==> src/rtl/decode_bts.sv <==
// ----------------------------------------------------------------------------
// decode_bts -- receive-side bit unstuffer.
//
// Removes the stuffed 0 that follows every run of MAX_ONES consecutive 1s in
// an NRZI-decoded bit stream. A 1 in the stuffed-bit position is a bit-stuff
// violation. The violation is flagged sticky until the packet is cleared.
//
// Ports
//   clk        : system clock, rising edge
//   n_rst      : asynchronous active-low reset
//   d_orig     : received (NRZI-decoded) bit, valid when bit_ready=1
//   bit_ready  : one-cycle strobe per received bit
//   clear      : synchronous packet clear (EOP / new packet)
//   d_out      : last forwarded data bit (registered)
//   bit_ready2 : one-cycle strobe per forwarded bit (registered)
//   stuff_det  : one-cycle pulse when a stuffed 0 has been removed
//   stuff_err  : sticky bit-stuff violation flag
// ----------------------------------------------------------------------------
module decode_bts #(
  parameter int MAX_ONES = 6
) (
  input  logic clk,
  input  logic n_rst,
  input  logic d_orig,
  input  logic bit_ready,
  input  logic clear,
  output logic d_out,
  output logic bit_ready2,
  output logic stuff_det,
  output logic stuff_err
);

  localparam int CW = (MAX_ONES < 1) ? 1 : $clog2(MAX_ONES + 1);
  localparam logic [CW-1:0] MAX_CNT = CW'(MAX_ONES);

  typedef enum logic [1:0] {
    NORMAL,
    EXPECT_STUFF,
    ERROR
  } state_t;

  state_t        state_reg, state_next;
  logic [CW-1:0] ones_reg, ones_next;
  logic [CW-1:0] ones_inc;
  logic          d_out_reg, d_out_next;
  logic          br2_reg, br2_next;
  logic          sd_reg, sd_next;
  logic          err_reg, err_next;

  // Saturating increment: the counter never wraps even if it were to sit
  // at its maximum.
  assign ones_inc = (ones_reg == MAX_CNT) ? ones_reg : ones_reg + 1'b1;

  always_ff @(posedge clk or negedge n_rst) begin
    if (!n_rst) begin
      state_reg <= NORMAL;
      ones_reg  <= '0;
      d_out_reg <= 1'b1;
      br2_reg   <= 1'b0;
      sd_reg    <= 1'b0;
      err_reg   <= 1'b0;
    end else begin
      state_reg <= state_next;
      ones_reg  <= ones_next;
      d_out_reg <= d_out_next;
      br2_reg   <= br2_next;
      sd_reg    <= sd_next;
      err_reg   <= err_next;
    end
  end

  always_comb begin
    state_next = state_reg;
    ones_next  = ones_reg;
    d_out_next = d_out_reg;
    br2_next   = 1'b0;
    sd_next    = 1'b0;
    err_next   = err_reg;

    if (clear) begin
      // Clear wins over a coincident strobe; that bit is simply lost.
      state_next = NORMAL;
      ones_next  = '0;
      err_next   = 1'b0;
    end else if (bit_ready) begin
      case (state_reg)
        NORMAL: begin
          br2_next   = 1'b1;
          d_out_next = d_orig;
          if (!d_orig) begin
            ones_next = '0;
          end else if (ones_inc == MAX_CNT) begin
            // Run complete: this 1 is forwarded, the next bit must be a 0.
            ones_next  = '0;
            state_next = EXPECT_STUFF;
          end else begin
            ones_next = ones_inc;
          end
        end
        EXPECT_STUFF: begin
          // The stuffed position is never forwarded, whatever its value.
          ones_next = '0;
          if (d_orig) begin
            err_next   = 1'b1;
            state_next = ERROR;
          end else begin
            sd_next    = 1'b1;
            state_next = NORMAL;
          end
        end
        ERROR: begin
          // Dead until clear.
        end
        default: begin
          state_next = NORMAL;
          ones_next  = '0;
        end
      endcase
    end
  end

  assign d_out      = d_out_reg;
  assign bit_ready2 = br2_reg;
  assign stuff_det  = sd_reg;
  assign stuff_err  = err_reg;

endmodule

==> config.mk <==
export PLATFORM = sky130hd
export DESIGN_NAME = decode_bts
export DESIGN_NICKNAME = d
export VERILOG_FILES = /design/src/rtl/decode_bts.sv
export SDC_FILE = /design/constraint.sdc
export NUM_CORES = 1
export LEC_CHECK = 0
export ABC_AREA = 1
export BUFFER_PORTS_ARGS = -buffer_cell sky130_fd_sc_hd__buf_2
export CAP_MARGIN = 20
export CORE_AREA = 2 2 39 41
export DETAILED_ROUTE_END_ITERATION = 12
export DIE_AREA = 0 0 41 43
export PLACE_DENSITY = 0.67
export SLEW_MARGIN = 10
export SYNTH_ARGS = -nofsm -noshare
export SYNTH_HDL_FRONTEND = slang
export SYNTH_SLANG_ARGS = --single-unit
export TNS_END_PERCENT = 50
==> constraint.sdc <==
create_clock -name clk -period 4.2 [get_ports clk]
set_clock_uncertainty 0.2 [all_clocks]
set_input_delay 0.21 -clock clk [delete_from_list [all_inputs] [get_ports clk]]
set_output_delay 0.21 -clock clk [all_outputs]
set_load 0.1 [all_outputs]
# Word level (Yosys, flattened, before mapping)
# Index checks and enable logic that the tools add are counted.
# Widths: inputs -> output; s select.
[word_totals] wordCells=46 ff_bits=9
[op_classes] mux=23 add_sub_neg=1 eq_ne=7 bitwise=1 n_reduce_logical=8
[ops] operator="$mux 3" n=5
[ops] operator="$mux 1" n=11
[ops] operator="$mux 2" n=5
[ops] operator="$eq 3x3->1 const B" n=2
[ops] operator="$ne 3x3->1 const B" n=2
[ops] operator="$pmux 2 s3" n=1
[ops] operator="$pmux 3 s2" n=1
[ops] operator="$reduce_and 3->1" n=2
[ops] operator="$reduce_bool 2->1" n=3
[ops] operator="$reduce_and 4->1" n=1
[ops] operator="$add 3x1->3 const B" n=1
[ops] operator="$eq 2x1->1 const B" n=1
[ops] operator="$eq 2x2->1 const B" n=1
[ops] operator="$logic_not 2->1" n=1
[ops] operator="$ne 2x2->1 const B" n=1
[ops] operator="$reduce_and 2->1" n=1
[ops] operator="$not 1->1" n=1

# Longest topological paths before layout
# Gate-level depths: netlist (run 1).
[depth] ltp_word=8 ltp_mapped=9

# Least setup slack after synthesis (run 1)
# No wires, ideal clock.
[synth_path] path_kind="register to register" startpoint="register ones_reg[0]" endpoint="register state_reg[1]" synth_period_minus_slack_ps=1429 t_arrival_ps=1112 path_buffers=0 setup_time_ps=118 slack_ps=2771 path_stages_with_launch=9 t_required_ps=3882 path_cell_list="dfrtp_1 inv_2 ha_1 inv_1 nand3_2 nor2_2 nand2_1 nand3_1 nand2_1"
[synth_between] elab_chain_cells=5
[synth_lines] item="start: declaration" line="43" source="logic [CW-1:0] ones_reg, ones_next;"
[synth_lines] item="start signal: assignment" line="64" source="ones_reg <= ones_next;"
[synth_lines] item="$add 3x1->3 / $eq 3x3->1 (equally long branches)" line="52" source="assign ones_inc = (ones_reg == MAX_CNT) ? ones_reg : ones_reg + 1'b1;"
[synth_lines] item="$mux 3 (*)" line="52"
[synth_lines] item="$eq 3x3->1 (*)" line="92" source="end else if (ones_inc == MAX_CNT) begin"
[synth_lines] item="$ne 3x3->1 (no source line) (*)"
[synth_lines] item="$reduce_and 4->1 (no source line) (*)"
[synth_lines] item="end signal: assignment" line="63" source="state_reg <= state_next;"
[synth_lines] item="end: declaration" line="42" source="state_t state_reg, state_next;"
# Mark *: on every way between the ends. The rest lies on a longest branch, timed or not.
# A chain may end at the register's enable or synchronous reset.

# Worst setup path in the final report (run 1)
[layout_path] startpoint="register d_out_reg (netlist: d_out)" endpoint="output port d_out"
[layout_lines] item="start: declaration" line="45" source="logic d_out_reg, d_out_next;"
[layout_lines] item="start signal: assignment" line="65" source="d_out_reg <= d_out_next;"
[layout_lines] item="end: declaration" line="27" source="output logic d_out,"
# No word-level cell between the ends.

==> results of run 1 <==
## through the flow
step,cells,hold WS (ns)
final,92,0.04441
after global routing,92,0.07987
after CTS,92,0.03751
after detailed placement,86,-0.1294
after global placement,86,-0.1301
after floorplan,62,-0.2856
## final timing paths
kind                                       endpoint  cells past startpoint  slack [ns]
setup reg to reg           state_reg[1]$_DFFE_PN0P_                      9        2.68
max in group asynchronous         d_out$_DFFE_PN1P_                      2        3.43
setup / recovery                              d_out                      1        2.61
hold reg to reg               stuff_err$_DFFE_PN0P_                      2        0.28
hold / removal                stuff_err$_DFFE_PN0P_                      4        0.04
min in group asynchronous     stuff_err$_DFFE_PN0P_                      2        0.13
## cell type report
| cell class | count | area [µm²] | share of cell area |
|---|---|---|---|
| clock buffers | 4 | 26.28 | 0.04412 |
| repair buffers | 10 | 60.06 | 0.1008 |
| well taps | 16 | 20.02 | 0.03361 |
| multi-input cells | 43 | 225.2 | 0.3782 |
| flip-flops and latches | 9 | 226.5 | 0.3803 |
| inverters | 10 | 37.54 | 0.06303 |
## cell families after synthesis
| logic type | Yosys count | synth area share |
|---|---|---|
| DFF | 9 | 0.4629 |
| AOI/OAI and AO/OA | 6 | 0.07160 |
| adders and majority gates | 2 | 0.05114 |
| buffers and inverters | 10 | 0.07673 |
| and+or+nand+nor | 35 | 0.3376 |
## worst min-delay path: stages
cell	delay [ns]
buf_2	0.11
inv_1	0.05
nand2_1	0.05
nand2_1	0.04
## power by group through the flow
stage / Clock, µW / Combinational (µW) / Sequential (µW)
finish: 63.9 / 32.1 / 91.3
global route: 73.0 / 34.9 / 91.6
CTS: 65.9 / 32.5 / 91.4
detailed placement: 0 / 31.1 / 92.9
global placement: 0 / 30.7 / 92.9
floorplan: 0 / 10.4 / 106
## synth_stat cells
cell type and n:
dfrtp_1 8, dfstp_2 1, ha_1 2, inv_1 8
inv_2 2, nand2_1 18, nand2_2 3, nand3_1 4
nand3_2 1, nor2_1 5, nor2_2 3, nor2_4 1
o21ai_0 3, o21ai_1 1, o21ai_2 1, o22ai_1 1
## layout by cell type, fill, tap and decap left out, types with 3 or more instances in the layout
cell type  synthesis  layout
buf_2              0       8
clkbuf_4           0       3
dfrtp_1            8       8
inv_1              8       8
nand2_1           18      18
nand2_2            3       3
nand3_1            4       4
nor2_1             5       5
nor2_2             3       3
o21ai_0            3       3
## per-layer routing
metal	global-route usage	wire length (µm)	up-vias	share of wire
li1	-	-	218	-
met3	0.04712	28	2	0.034
met5	0	0	-	0
met2	0.1906	409	7	0.49
met4	0.08000	10	0	0.012
met1	0.1729	384	185	0.46
## what timing repair did
action,in CTS,in global routing
hold endpoints to repair,10,0
resized for setup,0,0
hold buffers,2,0
==> results.txt, run 1 <==
Max FO, Critical Path: 2
area grow syn2layout: 21.74%
Hold Fails Final Rpt: 0
worst slew pin tran: 0.4883 ns
Power, Total: 187.4 µW
Hold Startpoint: clear
CTS Buffer Depth: 2
drt drc: 0
Setup Fix Bufs, Post-CTS: 0
H-tree Lvls: 1
Routed WL per cell: 9.065 µm
Arr. time, crit path: 1.18 ns
share of cells above drive strength 1: 0.3026
Achievable Freq: 0.6284 GHz
number of placement rows: 14
vias: 412
pin count of the biggest net entering global routing: 10
drt first pass iters: 2
status: complete, no violations
Critical Path Start Type: flip-flop
Top Ports: 9
Slowest cell on crit path: dfstp_2
Crit. Startpoint: d_out$_DFFE_PN1P_
CP Cell Sequence: buf_2
synthesis-stage register bit count: 9
Die X: 41 µm
Lkg Pwr: 0.0003282 µW
Synth top area share: 0.4092
clock-pin slew on the worst setup and hold paths: 0.06 ns
TritonCTS clock tree: yes
Max VDD drop: 0.0001654 V
Slew headroom: 0.6767
Max Cap Viol: 0
Diodes inserted: 0
Critical Path Max Stage Delay: 0.52 ns
Critical Path RT: 3.79 ns
Gate Count Post-Synth: 62
Final Cell Area: 595.6 µm²
dpl hpwl: 689.6 µm
Sequential Power Share: 0.487
synthesized cell area: 489.2 µm²
Initial DRC Count: 1
Initial Util: 0.3535
GRT Residual Overflow: 0
Final WS setup: 2.609 ns
post-synthesis sequential area ratio: 0.4629
max reg flops: 3
Core Area: 1384 µm²
Synthesized Nets: 69
die height: 43 µm
vias in the first global route: 382
worst path buffer plus inverter count: 1
Worst-Skew Late Latency: 0.25 ns
PortBufs: 8
final worst-path cycle share: 0.3789
Post-DP Area: 549.3 µm²
delay-heaviest family, CP: flip-flops
Clk pwr share: 0.341
number of antenna violations at the first check in global routing: 0
Internal: 134.1 µW
power share of the combinational group: 0.171
first-pass GRT wire length: 1.559 mm
P_sw: 53.24 µW
Warnings, synthesis: 0
Unique masters post-synth: 16
final setup violation count: 0
Power Dens Cells: 314.6 nW/µm²
Final ANT Viol Nets: 0
setup tns final: 0 ns
Core Util, Final: 0.4304
gpl congestion: 0.7647
gr usage total: 0.1357
die area: 1763 µm²
pins over their slew limit: 0
CTS Sinks: 9
largest area contributor in the netlist: dfrtp_1
fillers: 146
Mean Syn Cell Area: 7.891 µm²
CTS Buf Count: 3
synth top area cells: dfrtp_1, nand2_1, inv_1, dfstp_2, ha_1
Total Routed Length: 834 µm
CP endpoint kind: output port
Via density: 4.478
RSZ-0062 raised after global routing: false
Hold WC Path Type: in2reg
Sw Share: 0.2841
CP Class: reg2out
Root Buffer: clkbuf_4
Post-Place Setup Slack: 2.667 ns
Layout Nets: 84
fin crit period: 1.591 ns
R2R Path Start: ones_reg[0]$_DFFE_PN0P_
(Power assumes the default switching activity.)
==> run 2, diff against run 1 <==
clock period = 1.6 ns   (was 4.2 ns; I/O delays follow)
==> run 2 against run 1 <==
Core utilization grew 8.0 points. Setup slack lost 2.6 ns. Highest routed layer unchanged. Routed wire length grew 22%. Register-to-register slack lost 2.6 ns. Final cell count grew 11%. Global-route usage grew 0.60 points. Design area grew 18%. Critical endpoint is now stuff_det$_DFF_PN0_. Count of clock-buffer cells in the layout is the same. First-iteration DRC count is the same. Non-clock buffer count grew 10.
==> results.txt, run 2 (synthesized netlist as in run 1, its figures left out) <==
die area: 1763 µm² (unchanged)
Routed WL per cell: 9.980 µm (+10%)
Layout Nets: 94 (+12%)
Slew headroom: 0.6778 (+0.001064)
reg2reg setup slack: 0.06 ns (-2.62 ns)
commonest non-fill, non-tap cells in the layout: nand2_1, dfrtp_1, dlygate4sd3_1, buf_2, inv_1
gr usage total: 0.1417 (+0.005978)
CP Class: in2reg
Top Ports: 9 (unchanged)
end of the worst register-to-register path: stuff_det$_DFF_PN0_
Max VDD drop: 0.0004872 V (+190%)
power share of the combinational group: 0.198 (+0.027)
Post-Place Setup Slack: 0.07067 ns (-2.597 ns)
Total Routed Length: 1.018 mm (+22%)
number of antenna violations at the first check in global routing: 0 (unchanged)
setup tns final: 0 ns (unchanged)
Arr. time, crit path: 1.56 ns (+0.38 ns)
die height: 43 µm (unchanged)
pin count of the biggest net entering global routing: 6 (-4)
status: complete, no violations
clock-pin slew on the worst setup and hold paths: 0.06 ns (about the same)
drt first pass iters: 2 (unchanged)
Core Area: 1384 µm² (unchanged)
GRT Residual Overflow: 0 (unchanged)
CTS Sinks: 9 (unchanged)
Diodes inserted: 0 (unchanged)
vias in the first global route: 410 (+7.3%)
share of cells above drive strength 1: 0.3953 (+0.09272)
Hold Path Sink: stuff_err$_DFFE_PN0P_
P_sw: 153.0 µW (+190%)
Initial DRC Count: 1 (unchanged)
number of placement rows: 14 (unchanged)
max reg flops: 3 (unchanged)
PortBufs: 8 (unchanged)
most common cell after layout, fill and taps aside: nand2_1
vias: 459 (+11%)
Power Dens Cells: 734.8 nW/µm² (+130%)
Max Cap Viol: 0 (unchanged)
Internal: 365.5 µW (+170%)
fin crit period: 1.568 ns
CP most frequent cell: dlygate4sd3_1
Critical Path RT: 1.60 ns (-2.19 ns)
Post-DP Area: 549.3 µm² (unchanged)
Initial Util: 0.3535 (unchanged)
Achievable Freq: 0.6377 GHz
Critical Path Start Type: primary input
TritonCTS clock tree: yes
Die X: 41 µm (unchanged)
delay-heaviest family, CP: buffers and inverters
final worst-path cycle share: 0.9801
Critical Path Max Stage Delay: 0.55 ns (+0.03 ns)
worst path buffer plus inverter count: 3 (+2)
drt drc: 0 (unchanged)
CP endpoint kind: flip-flop
path depth of the worst reg2reg path: 4 (-5)
Root Buffer: clkbuf_4
Power, Total: 518.5 µW (+180%)
first-pass GRT wire length: 1.676 mm (+7.5%)
Clk pwr share: 0.339 (-0.002)
RSZ-0062 raised after global routing: true
CTS Buffer Depth: 2 (unchanged)
Slowest cell on crit path: dlygate4sd3_1
Final ANT Viol Nets: 0 (unchanged)
gpl congestion: 0.7368 (-3.6%)
hold path depth: 5 (+1)
Layout Cells excl Fill: 102 (+11%)
Sw Share: 0.2951 (+0.01092)
CP Cell Sequence: dlygate4sd3_1, buf_2, nor2_4, nand2_1, nor2_1, dlygate4sd3_1
R2R Path Start: state_reg[1]$_DFFE_PN0P_
pins over their slew limit: 0 (unchanged)
worst slew pin tran: 0.4867 ns (-0.001606 ns)
Hold Startpoint: bit_ready
Sequential Power Share: 0.463 (-0.024)
placed cells: 86 (unchanged)
final setup violation count: 0 (unchanged)
Via density: 4.500 (+0.49%)
dpl hpwl: 683.3 µm (-0.91%)
Lkg Pwr: 0.0003724 µW (+13%)
Hold WC Path Type: in2reg
H-tree Lvls: 1 (unchanged)
Worst-Skew Late Latency: 0.26 ns (about the same)
Final Cell Area: 705.7 µm² (+18%)
Final WS setup: 0.03186 ns (-2.577 ns)
Hold Fails Final Rpt: 0 (unchanged)
area grow syn2layout: 44.25%
CTS Buf Count: 3 (unchanged)
Max FO, Critical Path: 3 (+1)
-- run 2: cell types whose count changed in the layout (fill, tap and decap cells not counted), sizes merged --
cell	change
buf	+4
dlygate4sd3	+6
-- run 2: timing repair --
| action | CTS | global route |
|---|---|---|
| hold buffers | 8 | 0 |
| gates resized for setup | 0 | 8 |
| endpoints found under the hold margin | 16 | 0 |
| setup buffers | 0 | 4 |
| setup endpoints to repair | 0 | 3 |
-- run 2: tightest hold or removal path, delay by kind of cell --
family / cells / cell delay, ns
AND/OR/NAND/NOR: 3 / 0.25
buffers and inverters: 2 / 0.15
-- run 2: cell type report --
class                           instances  area (µm²)
Fill cell                             127       678.2
Multi-Input combinational cell         43       245.2
Sequential cell                         9       226.5
Timing Repair Buffer                   20       150.1
Inverter                               10       37.54
Clock buffer                            4       26.28
Tap cell                               16       20.02
-- run 2: worst max path at each step --
stage,depth (start not counted),endpoint,startpoint
finish,6,stuff_det$_DFF_PN0_,clear
global route,9,state_reg[1]$_DFFE_PN0P_,ones_reg[0]$_DFFE_PN0P_
CTS,6,stuff_det$_DFF_PN0_,clear
detailed placement,8,state_reg[1]$_DFFE_PN0P_,ones_reg[0]$_DFFE_PN0P_
global placement,8,state_reg[0]$_DFFE_PN0P_,ones_reg[0]$_DFFE_PN0P_
floorplan,8,state_reg[1]$_DFFE_PN0P_,ones_reg[0]$_DFFE_PN0P_
-- run 2: per-stage QoR --
stage,hold slack [ns],util
after detailed placement,-0.2595,0.3969
after floorplan,-0.4156,-
final,0.05120,0.5099
after CTS,0.02496,0.4738
after global placement,-0.2607,0.3969
after global routing,0.1017,0.5099
-- run 2: power by group through the flow --
| stage | sequential [µW] | combinational (µW) | clock (µW) |
|---|---|---|---|
| 2_1_floorplan | 278 | 27.3 | 0 |
| 3_3_place_gp | 244 | 80.7 | 0 |
| 3_5_place_dp | 245 | 81.7 | 0 |
| 4_1_cts | 240 | 95.3 | 178 |
| 5_1_grt | 241 | 111 | 194 |
| 6_report | 240 | 103 | 176 |
-- run 2: metal layers --
| layer | share of wire | GRT usage | vias up |
|---|---|---|---|
| li1 | - | - | 240 |
| met1 | 0.42 | 0.1689 | 208 |
| met2 | 0.54 | 0.2313 | 9 |
| met3 | 0.024 | 0.01571 | 2 |
| met4 | 0.012 | 0.08000 | 0 |
| met5 | 0 | 0 | - |
==> run 3, diff against run 2 <==
PLACE_DENSITY = 0.62   (was 0.67)
==> run 3 against run 2 <==
The run now ends with hold timing left. Design area fell by 6.7%. Setup slack improved by 0.027 ns. Worst hold slack worse by 0.057 ns. Count of clock-buffer cells in the layout unchanged. Sequential share of layout area increased by 2.3 points. Clock power is 3% lower. Non-clock buffer count fell by 5. Critical endpoint unchanged.
==> results.txt, run 3 (synthesized netlist as in run 1, its figures left out) <==
met3 usage: 0.04712 (+0.03141)
gr usage total: 0.1455 (+0.003781)
Top Ports: 9 (unchanged)
placed cells: 86 (unchanged)
TritonCTS clock tree: yes
area grow syn2layout: 34.53%
first-pass GRT wire length: 1.614 mm (-3.7%)
layer with the highest usage: met2
Layout Nets: 89 (-5.3%)
most common cell after layout, fill and taps aside: nand2_1
Clk pwr share: 0.337 (-0.002)
failing checks: hold timing
gpl congestion: 0.7373 (about the same)
pin count of the biggest net entering global routing: 10 (+4)
CTS Sinks: 9 (unchanged)
Core Area: 1384 µm² (unchanged)
power share of the combinational group: 0.189 (-0.009)
Power Dens Cells: 770.1 nW/µm² (+4.8%)
CP Class: in2reg
CP endpoint kind: flip-flop
Final ANT Viol Nets: 0 (unchanged)
Critical Path RT: 1.60 ns (about the same)
Sw Share: 0.2897 (-0.005334)
share of cells above drive strength 1: 0.3457 (-0.04967)
P_sw: 146.8 µW (-4.0%)
die height: 43 µm (unchanged)
dpl hpwl: 749.1 µm (+9.6%)
commonest non-fill, non-tap cells in the layout: nand2_1, inv_1, dfrtp_1, buf_2, dlygate4sd3_1
Max FO, Critical Path: 3 (unchanged)
final worst-path cycle share: 0.9633 (-0.01683)
Layout Cells excl Fill: 97 (-4.9%)
final setup violation count: 0 (unchanged)
Hold Fails Final Rpt: 8 (+8)
Routed WL per cell: 10.05 µm (+0.71%)
met1 Use GR: 0.1544 (-0.01456)
die area: 1763 µm² (unchanged)
met2 usage: 0.2188 (-0.01250)
Sequential Power Share: 0.474 (+0.011)
CTS Buffer Depth: 2 (unchanged)
worst path buffer plus inverter count: 3 (unchanged)
vias: 441 (-3.9%)
vias in the first global route: 411 (+0.24%)
clock-pin slew on the worst setup and hold paths: 0.06 ns (about the same)
CTS Buf Count: 3 (unchanged)
number of antenna violations at the first check in global routing: 0 (unchanged)
Lkg Pwr: 0.0003513 µW (-5.7%)
CP most frequent cell: dlygate4sd3_1
Diodes inserted: 0 (unchanged)
Via density: 4.546 (+1.0%)
drt first pass iters: 4 (+2)
GRT Residual Overflow: 0 (unchanged)
Total Routed Length: 975 µm (-4.2%)
pins over their slew limit: 0 (unchanged)
Core Util, Final: 0.4756 (-0.03436)
Initial DRC Count: 6 (+5)
Slowest cell on crit path: dlygate4sd3_1
CP Cell Sequence: dlygate4sd3_1, buf_2, nor2_4, nand2_1, nor2_1, dlygate4sd3_1
Max Cap Viol: 0 (unchanged)
Hold Slack: -0.006254 ns (-0.05745 ns)
fin crit period: 1.541 ns (-0.02693 ns)
Initial Util: 0.3535 (unchanged)
Critical Path Start Type: primary input
number of placement rows: 14 (unchanged)
drt drc: 0 (unchanged)
Arr. time, crit path: 1.54 ns (-0.02 ns)
worst slew pin tran: 0.4900 ns (+0.003321 ns)
PortBufs: 8 (unchanged)
Worst-Skew Late Latency: 0.26 ns (about the same)
Die X: 41 µm (unchanged)
status: complete, but fails checks
max reg flops: 3 (unchanged)
delay-heaviest family, CP: buffers and inverters
Hold WC Path Type: in2async
Achievable Freq: 0.6488 GHz (+1.7%)
Internal: 360.0 µW (-1.5%)
Root Buffer: clkbuf_4
Slew headroom: 0.6756 (-0.002199)
Max VDD drop: 0.0005593 V (+15%)
H-tree Lvls: 1 (unchanged)
Critical Path Max Stage Delay: 0.55 ns (about the same)
## run 3: repair_timing
action	CTS	global route
hold buffers	6	0
resized for setup	0	5
setup buffers	0	1
endpoints found under the setup margin	0	3
endpoints found under the hold margin	16	0
## run 3: final timing paths
path / end / slack (ns) / start / cells after the start
hold / removal: stuff_err$_DFFE_PN0P_ / -0.006 / n_rst / 2
setup reg to reg: stuff_det$_DFF_PN0_ / 0.10 / state_reg[1]$_DFFE_PN0P_ / 4
setup / recovery: stuff_det$_DFF_PN0_ / 0.06 / clear / 6
min in group clk: stuff_err$_DFFE_PN0P_ / 0.06 / bit_ready / 5
hold reg to reg: stuff_err$_DFFE_PN0P_ / 0.28 / stuff_err$_DFFE_PN0P_ / 2
max in group asynchronous: d_out$_DFFE_PN1P_ / 0.96 / n_rst / 2
## run 3: cell type report
cell class / instances / area, µm²
inverter: 10 / 37.54
fill: 122 / 725.7
multi-input combinational: 43 / 240.2
sequential: 9 / 226.5
tap: 16 / 20.02
clock buffer: 4 / 26.28
timing repair buffer: 15 / 107.6
## run 3: metrics by stage
step                      setup TNS, ns  power (µW)  worst slack (ns)  area, µm²  hold WS, ns
after global routing          -0.003468       536.6         -0.003468      658.1      0.01072
after global placement                0       324.9            0.1023      549.3      -0.2563
after CTS                             0       511.0           0.04737      635.6     0.004220
after detailed placement              0       326.7           0.06066      549.3      -0.2573
after floorplan                       0       305.5            0.1707      489.2      -0.4156
final                                 0       506.8           0.05880      658.1    -0.006254
## run 3: layer usage
layer	wire, µm	part of all wire	vias to the layer above
li1	-	-	229
met1	407	0.42	198
met2	490	0.50	10
met3	36	0.037	4
met4	40	0.041	0
met5	0	0	-
## run 3: power groups by stage
stage / clock, µW / sequential [µW] / combinational, µW
after floorplan: 0 / 278 / 27.3
after global placement: 0 / 244 / 81.4
after detailed placement: 0 / 244 / 82.6
after CTS: 179 / 240 / 92.1
after global routing: 193 / 240 / 103
final: 171 / 240 / 95.8
